===== config.mk =====
export PLATFORM = sky130hd
export DESIGN_NAME = alu_operand_issue
export DESIGN_NICKNAME = d
export VERILOG_FILES = /design/src/rtl/alu_issue_pkg.sv /design/src/rtl/alu_issue_regfile.sv /design/src/rtl/alu_operand_issue.sv
export SDC_FILE = /design/constraint.sdc
export NUM_CORES = 1
export LEC_CHECK = 0
export ABC_AREA = 0
export CAP_MARGIN = 40
export CORE_MARGIN = 8
export CORE_UTILIZATION = 41
export CTS_BUF_LIST = sky130_fd_sc_hd__clkbuf_4 sky130_fd_sc_hd__clkbuf_8
export CTS_CLUSTER_DIAMETER = 150
export DETAILED_ROUTE_END_ITERATION = 16
export DONT_BUFFER_PORTS = 1
export HOLD_SLACK_MARGIN = 0.02
export SETUP_SLACK_MARGIN = 0.15
export SLEW_MARGIN = 20
export SYNTH_ARGS = -nofsm -noshare
export SYNTH_HDL_FRONTEND = slang
export SYNTH_SLANG_ARGS = --single-unit

===== constraint.sdc =====
create_clock -name clk -period 2.22 [get_ports clk]
set_clock_uncertainty 0.2 [all_clocks]
set_input_delay 0.444 -clock clk [delete_from_list [all_inputs] [get_ports clk]]
set_output_delay 0.444 -clock clk [all_outputs]
set_load 0.02 [all_outputs]

===== src/rtl/alu_issue_pkg.sv =====
// ----------------------------------------------------------------------------
// alu_issue_pkg
// Shared definitions for the ALU operand-issue slice: the ALU opcode
// encodings, the default datapath and register-index widths, the micro-op
// record, and a small helper used by the forwarding logic.
// No ports (package).
// ----------------------------------------------------------------------------
package alu_issue_pkg;

    // Default widths; the top exposes them as overridable parameters.
    localparam int DW_DEF     = 32;
    localparam int REG_AW_DEF = 3;

    // ALU opcodes, passed straight through to the ALU.
    localparam logic [2:0] OP_ADD = 3'b000;
    localparam logic [2:0] OP_SUB = 3'b001;
    localparam logic [2:0] OP_SHL = 3'b010;
    localparam logic [2:0] OP_SHR = 3'b011;
    localparam logic [2:0] OP_SRA = 3'b100;
    localparam logic [2:0] OP_AND = 3'b101;
    localparam logic [2:0] OP_OR  = 3'b110;
    localparam logic [2:0] OP_XOR = 3'b111;

    typedef struct packed {
        logic [2:0]            op;
        logic [REG_AW_DEF-1:0] rd;
        logic [REG_AW_DEF-1:0] rs1;
        logic [REG_AW_DEF-1:0] rs2;
        logic                  imm_sel;
        logic [DW_DEF-1:0]     imm;
    } uop_t;

    // A stage is a forwarding source only when it holds a valid op whose
    // destination matches the source; r0 is never forwarded because it
    // always reads as zero.
    function automatic logic fwd_hit(input logic                  stage_valid,
                                     input logic [REG_AW_DEF-1:0] stage_rd,
                                     input logic [REG_AW_DEF-1:0] rs);
        return stage_valid && (stage_rd == rs) && (rs != '0);
    endfunction

endpackage


===== src/rtl/alu_issue_regfile.sv =====
// ----------------------------------------------------------------------------
// alu_issue_regfile
// NREGS x DW register file: two combinational read ports, one synchronous
// write port, r0 hard-wired to zero, synchronous active-high clear.
// Ports:
//   clk_i, rst_i         clock, synchronous active-high reset
//   raddr1_i / rdata1_o  read port 1
//   raddr2_i / rdata2_o  read port 2
//   we_i, waddr_i,       write port (write to r0 is dropped)
//   wdata_i
// ----------------------------------------------------------------------------
module alu_issue_regfile #(
    parameter int DW     = 32,
    parameter int REG_AW = 3
) (
    input  logic              clk_i,
    input  logic              rst_i,
    input  logic [REG_AW-1:0] raddr1_i,
    output logic [DW-1:0]     rdata1_o,
    input  logic [REG_AW-1:0] raddr2_i,
    output logic [DW-1:0]     rdata2_o,
    input  logic              we_i,
    input  logic [REG_AW-1:0] waddr_i,
    input  logic [DW-1:0]     wdata_i
);

    localparam int NREGS = 2 ** REG_AW;

    logic [DW-1:0] regs_q [NREGS];

    // Storage: cleared on reset, otherwise one write per cycle. r0 is never
    // written so it stays at its cleared value.
    always_ff @(posedge clk_i) begin
        if (rst_i) begin
            for (int i = 0; i < NREGS; i++) begin
                regs_q[i] <= '0;
            end
        end else if (we_i && (waddr_i != '0)) begin
            regs_q[waddr_i] <= wdata_i;
        end
    end

    // Reads are combinational and do not see a same-cycle write; the issue
    // stage covers that case by forwarding from W.
    assign rdata1_o = (raddr1_i == '0) ? '0 : regs_q[raddr1_i];
    assign rdata2_o = (raddr2_i == '0) ? '0 : regs_q[raddr2_i];

endmodule


===== src/rtl/alu_operand_issue.sv =====
// ----------------------------------------------------------------------------
// alu_operand_issue
// Issue stage in front of a combinational DW-bit ALU. Micro-ops are accepted
// over a valid/ready handshake, operands are read from a local register file
// (with forwarding from the E and W stages), a registered E stage drives the
// ALU, and a registered W stage captures the ALU result and presents it
// downstream. The result is written back to the register file when the
// downstream side accepts it.
// Ports:
//   clk, rst                      clock, synchronous active-high reset
//   in_valid/in_ready             micro-op handshake
//   in_op, in_rd, in_rs1, in_rs2, micro-op fields
//   in_imm_sel, in_imm
//   alu_in1, alu_in2, alu_op      to the ALU (from E registers)
//   alu_out                       from the ALU (combinational)
//   res_valid/res_ready           result handshake
//   res_data, res_rd              result value and destination
//   retire_cnt                    retire counter, only when
//                                 ALU_ISSUE_RETIRE_CNT_EN is defined
// ----------------------------------------------------------------------------
module alu_operand_issue
    import alu_issue_pkg::*;
#(
    parameter int DW     = DW_DEF,
    parameter int REG_AW = REG_AW_DEF
) (
    input  logic              clk,
    input  logic              rst,
    input  logic              in_valid,
    output logic              in_ready,
    input  logic [2:0]        in_op,
    input  logic [REG_AW-1:0] in_rd,
    input  logic [REG_AW-1:0] in_rs1,
    input  logic [REG_AW-1:0] in_rs2,
    input  logic              in_imm_sel,
    input  logic [DW-1:0]     in_imm,
    output logic [DW-1:0]     alu_in1,
    output logic [DW-1:0]     alu_in2,
    output logic [2:0]        alu_op,
    input  logic [DW-1:0]     alu_out,
    output logic              res_valid,
    input  logic              res_ready,
    output logic [DW-1:0]     res_data,
    output logic [REG_AW-1:0] res_rd
`ifdef ALU_ISSUE_RETIRE_CNT_EN
    ,
    output logic [31:0]       retire_cnt
`endif
);

    uop_t uop;

    logic              e_valid_q, e_valid_d;
    logic [2:0]        e_op_q,    e_op_d;
    logic [REG_AW-1:0] e_rd_q,    e_rd_d;
    logic [DW-1:0]     e_a_q,     e_a_d;
    logic [DW-1:0]     e_b_q,     e_b_d;

    logic              w_valid_q, w_valid_d;
    logic [DW-1:0]     w_data_q,  w_data_d;
    logic [REG_AW-1:0] w_rd_q,    w_rd_d;

    logic              w_free;
    logic              accept;
    logic              e_to_w;
    logic              retire;

    logic [DW-1:0]     rf_rdata1;
    logic [DW-1:0]     rf_rdata2;
    logic [DW-1:0]     op_a;
    logic [DW-1:0]     op_b;

    // Bundle the incoming fields into a micro-op record.
    always_comb begin
        uop.op      = in_op;
        uop.rd      = in_rd;
        uop.rs1     = in_rs1;
        uop.rs2     = in_rs2;
        uop.imm_sel = in_imm_sel;
        uop.imm     = in_imm;
    end

    // Handshake: W can take a new value if it is empty or draining this
    // cycle; E can accept if it is empty or moving into W this cycle.
    assign w_free   = !w_valid_q || res_ready;
    assign in_ready = !e_valid_q || w_free;
    assign accept   = in_valid && in_ready;
    assign e_to_w   = e_valid_q && w_free;
    assign retire   = w_valid_q && res_ready;

    alu_issue_regfile #(
        .DW     (DW),
        .REG_AW (REG_AW)
    ) u_regfile (
        .clk_i    (clk),
        .rst_i    (rst),
        .raddr1_i (uop.rs1),
        .rdata1_o (rf_rdata1),
        .raddr2_i (uop.rs2),
        .rdata2_o (rf_rdata2),
        .we_i     (retire),
        .waddr_i  (w_rd_q),
        .wdata_i  (w_data_q)
    );

    // Operand selection. E is the youngest producer so it wins over W. An
    // accept implies E is either empty or leaving this cycle, so the live
    // ALU output is exactly E's result. W covers a same-cycle retire, since
    // the register file does not bypass its write port.
    always_comb begin
        op_a = rf_rdata1;
        if (fwd_hit(e_valid_q, e_rd_q, uop.rs1)) begin
            op_a = alu_out;
        end else if (fwd_hit(w_valid_q, w_rd_q, uop.rs1)) begin
            op_a = w_data_q;
        end

        op_b = rf_rdata2;
        if (uop.imm_sel) begin
            op_b = uop.imm;
        end else if (fwd_hit(e_valid_q, e_rd_q, uop.rs2)) begin
            op_b = alu_out;
        end else if (fwd_hit(w_valid_q, w_rd_q, uop.rs2)) begin
            op_b = w_data_q;
        end
    end

    // Next state for E and W. E loads on accept and otherwise empties only
    // when its op moves to W; W loads from the ALU on that move and
    // otherwise empties on retire. With neither, both hold so the ALU
    // inputs and result outputs stay stable under backpressure.
    always_comb begin
        e_valid_d = e_valid_q;
        e_op_d    = e_op_q;
        e_rd_d    = e_rd_q;
        e_a_d     = e_a_q;
        e_b_d     = e_b_q;
        w_valid_d = w_valid_q;
        w_data_d  = w_data_q;
        w_rd_d    = w_rd_q;

        if (accept) begin
            e_valid_d = 1'b1;
            e_op_d    = uop.op;
            e_rd_d    = uop.rd;
            e_a_d     = op_a;
            e_b_d     = op_b;
        end else if (e_to_w) begin
            e_valid_d = 1'b0;
        end

        if (e_to_w) begin
            w_valid_d = 1'b1;
            w_data_d  = alu_out;
            w_rd_d    = e_rd_q;
        end else if (retire) begin
            w_valid_d = 1'b0;
        end
    end

    // Pipeline registers. Reset drops anything in flight; because the
    // register file clears on the same edge, nothing is written back.
    always_ff @(posedge clk) begin
        if (rst) begin
            e_valid_q <= 1'b0;
            e_op_q    <= '0;
            e_rd_q    <= '0;
            e_a_q     <= '0;
            e_b_q     <= '0;
            w_valid_q <= 1'b0;
            w_data_q  <= '0;
            w_rd_q    <= '0;
        end else begin
            e_valid_q <= e_valid_d;
            e_op_q    <= e_op_d;
            e_rd_q    <= e_rd_d;
            e_a_q     <= e_a_d;
            e_b_q     <= e_b_d;
            w_valid_q <= w_valid_d;
            w_data_q  <= w_data_d;
            w_rd_q    <= w_rd_d;
        end
    end

    assign alu_in1   = e_a_q;
    assign alu_in2   = e_b_q;
    assign alu_op    = e_op_q;
    assign res_valid = w_valid_q;
    assign res_data  = w_data_q;
    assign res_rd    = w_rd_q;

`ifdef ALU_ISSUE_RETIRE_CNT_EN
    logic [31:0] retire_cnt_q;

    // Counts retired results; wraps naturally at 2**32.
    always_ff @(posedge clk) begin
        if (rst) begin
            retire_cnt_q <= '0;
        end else if (retire) begin
            retire_cnt_q <= retire_cnt_q + 32'd1;
        end
    end

    assign retire_cnt = retire_cnt_q;
`endif

endmodule


==> summary.txt <==
Clock tree
  – CTS tree: built
  – H-tree lvl count: 2
  – Root buffer cell: clkbuf_8
  – CTS sink cnt: 363
  – Max clock buf depth: 3
  – CTS clk-pin slew, worst paths: approximately 60 ps
  – Num CTS Buffers: 61
  – Worst-skew pair later-pin latency: roughly 680 ps

GRT
  – Pin count of the biggest net entering global routing: 119
  – Overall Global Routing Usage: 21.8%
  – Initial antenna violation count: 2
  – Overflow left after global routing: 0
  – Vias in the first global route: around 13000
  – First-pass GRT wire length: about 87000 um

Critical path
  – Setup Crit Path Kind: flip-flop to flip-flop
  – Worst path required time: between 2000 and 2500 ps
  – CP startpoint kind: flip-flop
  – CP Capture Type: flip-flop
  – Arrival time worst endpoint: around 2200 ps
  – CP Max Fanout: 7

Power
  – PwrDens: about 720 mW/mm2
  – Leak: roughly 7.9 nW
  – Max IR drop VDD: 0.391 mV

Synth
  – Asr flop ratio synth: 0%
  – Area leader, netlist: edfxtp_1
  – Synth top area share: approximately 41%
  – Seq/Total Area, Yosys: roughly half
  – Top cells by area, synth: edfxtp_1 (41%), mux4_2 (15%), dfxtp_1 (11%), and2_1 (7.5%), nand2_1 (2.4%)
  – Post-synth top cells: edfxtp_1 (256), and2_1 (226), mux4_2 (125), nand2_1 (122), dfxtp_1 (107)
  – Yosys Warn Count: 0
  – Xor/xnor cell area share of the yosys netlist: 0.509%
  – Number of flops mapped to enable cells by yosys: between 200 and 300
  – Adder and majority gate portion of the synthesized area: 0%
  – Post-synthesis mux area share: 19.2%
  – Compound-Gate Fraction of Synth Area: 11.9%
  – Mapped Avg Cell Area: 13.3 um2
  – Mapped Area: roughly 0.019 mm2
  – Gate Count Post-Synth: roughly 1400
  – Main combinational cell family by area after synthesis: multiplexers
  – Post-synthesis cell type count: 50
  – Synth Area in Simple Gates: between 10 and 15%
  – Most common cell in the netlist: edfxtp_1
  – Seq cells post-synth: roughly 360
  – Synth Flop Type: edfxtp_1

Finish
  – Fillers: 3960
  – ANT cells: 0
  – Footprint of the multi-input gates: 0.00869 mm2
  – Non-Filler Instances: roughly 2200
  – Fin nets: between 1500 and 2000
  – Share of layout cells above drive strength 1: between 20% and 30%
  – Synth-to-layout area growth: 18.1%
  – Register Area: roughly 0.0099 mm2

Placed design
  – Dpl hpwl: approximately 36000 um
  – Gpl congestion: roughly 0.76
  – Port-buffer cells: 0
  – Cell count after placement: 2015

STA
  – Fin crit share: 92.9%
  – Final setup TNS: 0 ps
  – Final worst hold slack: -346 ps
  – Worst-Margin Slew: 558 ps
  – Final Critical Period: approximately 2100 ps
  – RSZ-0062 raised after global routing: yes
  – Final Hold Fails: roughly 130
  – Max transition margin: a little over three fifths
  – Max Slew Vio Count: 0
  – Setup Viol. Count Final: 0
  – Fmax: between 400 and 500 MHz

Routing
  – Routed Antenna Nets: 0
  – Post-Route WL: 59300 um
  – Post-DR wirelength/cell: 27.2 um
  – DRC errors left: 0
  – 1st-iter DRT viols: roughly 1100
  – Via count: between 10000 and 15000
  – Via density: approximately 5.9
  – Drt first pass iters: 5

Floorplan
  – Die area: around 0.053 mm2
  – DIE WIDTH: between 200 and 250 um
  – Die Y-Extent: 231 um
  – Number of I/O pins: 185
  – Core area: approximately 0.045 mm2
  – Initial Util: roughly two fifths
  – Rows: between 70 and 80

Outcome
  – Status: finished with violations
  – Failing checks: hold timing

Worst hold path
  – Worst Hold Class: primary input to flip-flop

Flow run
  – Maxcap violations: 0
==> logic make-up after synthesis <==
kind of cell / Yosys count
compound gates: 277
xor+xnor: 8
buf+inv: 133
flops: 363
mux: 192
other cells: 1
simple gates: 444
==> layer usage <==
metal | part of all wire [%] | GRT usage, %
met1 | 41 | 27.9
met2 | 47 | 35.6
met5 | 0.019 | 0
met3 | 8.4 | 5.58
met4 | 3.3 | 7.98
==> flip-flops by register name, summed over array words and instances (netlist names) <==
| name | count |
|---|---|
| alu_in1 | 32 |
| e_rd_q | 3 |
| alu_in2 | 32 |
| res_rd | 3 |
| res_data | 32 |
| e_valid_q | 1 |
| alu_op | 3 |
| u_regfile.regs_q | 256 |
| res_valid | 1 |
==> where the power goes <==
| part | total, W | internal, W | switching [W] |
|---|---|---|---|
| Combinational | 0.00170 | 0.000913 | 0.000783 |
| Clock | 0.00648 | 0.00363 | 0.00286 |
| Sequential | 0.00794 | 0.00755 | 0.000384 |
| Total | 0.0161 | 0.0121 | 0.00403 |
==> worst paths after layout <==
| path | end | start | slack, ps | depth (start not counted) |
|---|---|---|---|---|
| setup / recovery | u_regfile.regs_q[4][15] | res_rd[0] | 160 | 5 |
| hold / removal | alu_in2[3] | rst | -350 | 1 |
| setup reg to reg | u_regfile.regs_q[4][15] | res_rd[0] | 160 | 5 |
| hold reg to reg | res_rd[1] | e_rd_q[1] | 310 | 2 |
==> layout by cell type (no fill, tap or decap), types with 11 or more instances in the layout <==
master           n
o2111a_1        32
buf_12          31
clkbuf_4        19
buf_4           59
clkbuf_8        69
a221oi_2        27
clkinv_2        12
and2_1         224
nor2_1          34
clkinv_1        11
mux2_4          17
o21ai_1         32
o21bai_1        34
nand3_1         35
dlygate4sd3_1   46
mux2_2          15
a2111oi_2       31
nand2_1        118
edfxtp_1       256
mux2i_1         32
conb_1          32
o21ai_0         33
mux4_2         125
a21oi_1         75
dfxtp_1         96
==> worst max-delay path, cell delays in order (launching register included) <==
cell and delay, ps:
dfxtp_4 380, or3_4 420, buf_6 150, nor2_4 120, or2_4 270, clkbuf_16 200
==> stage by stage <==
step | area, um2 | setup slack [ps] | total power (W) | hold WS, ps | utilization (%)
floorplan | 19200 | 78.2 | 0.00928 | 281 | -
global placement | 20300 | 64.9 | 0.00962 | 289 | 44.7
CTS | 22100 | 134 | 0.0162 | -386 | 48.7
finish | 22300 | 158 | 0.0161 | -346 | 49.1
detailed placement | 20300 | 47.3 | 0.00965 | 299 | 44.7
global route | 22300 | 139 | 0.0166 | -385 | 49.1
==> repair_timing <==
action / CTS / global route
pin swaps: 1 / 2
hold buffers: 43 / 3
endpoints found under the setup margin: 219 / 96
cloned: 1 / 2
buffers inserted: 1 / 2
endpoints found under the hold margin: 166 / 128
gates resized for setup: 14 / 22
==> area by class of cell <==
class,count,share of cell area (%)
flip-flops and latches,363,44.1
well taps,600,3.36
clock inverters,28,1.03
inverters,3,0.0504
multi-input cells,953,38.9
clock buffers,88,4.89
repair buffers,148,7.63
Power figures use the tool's default switching activity.
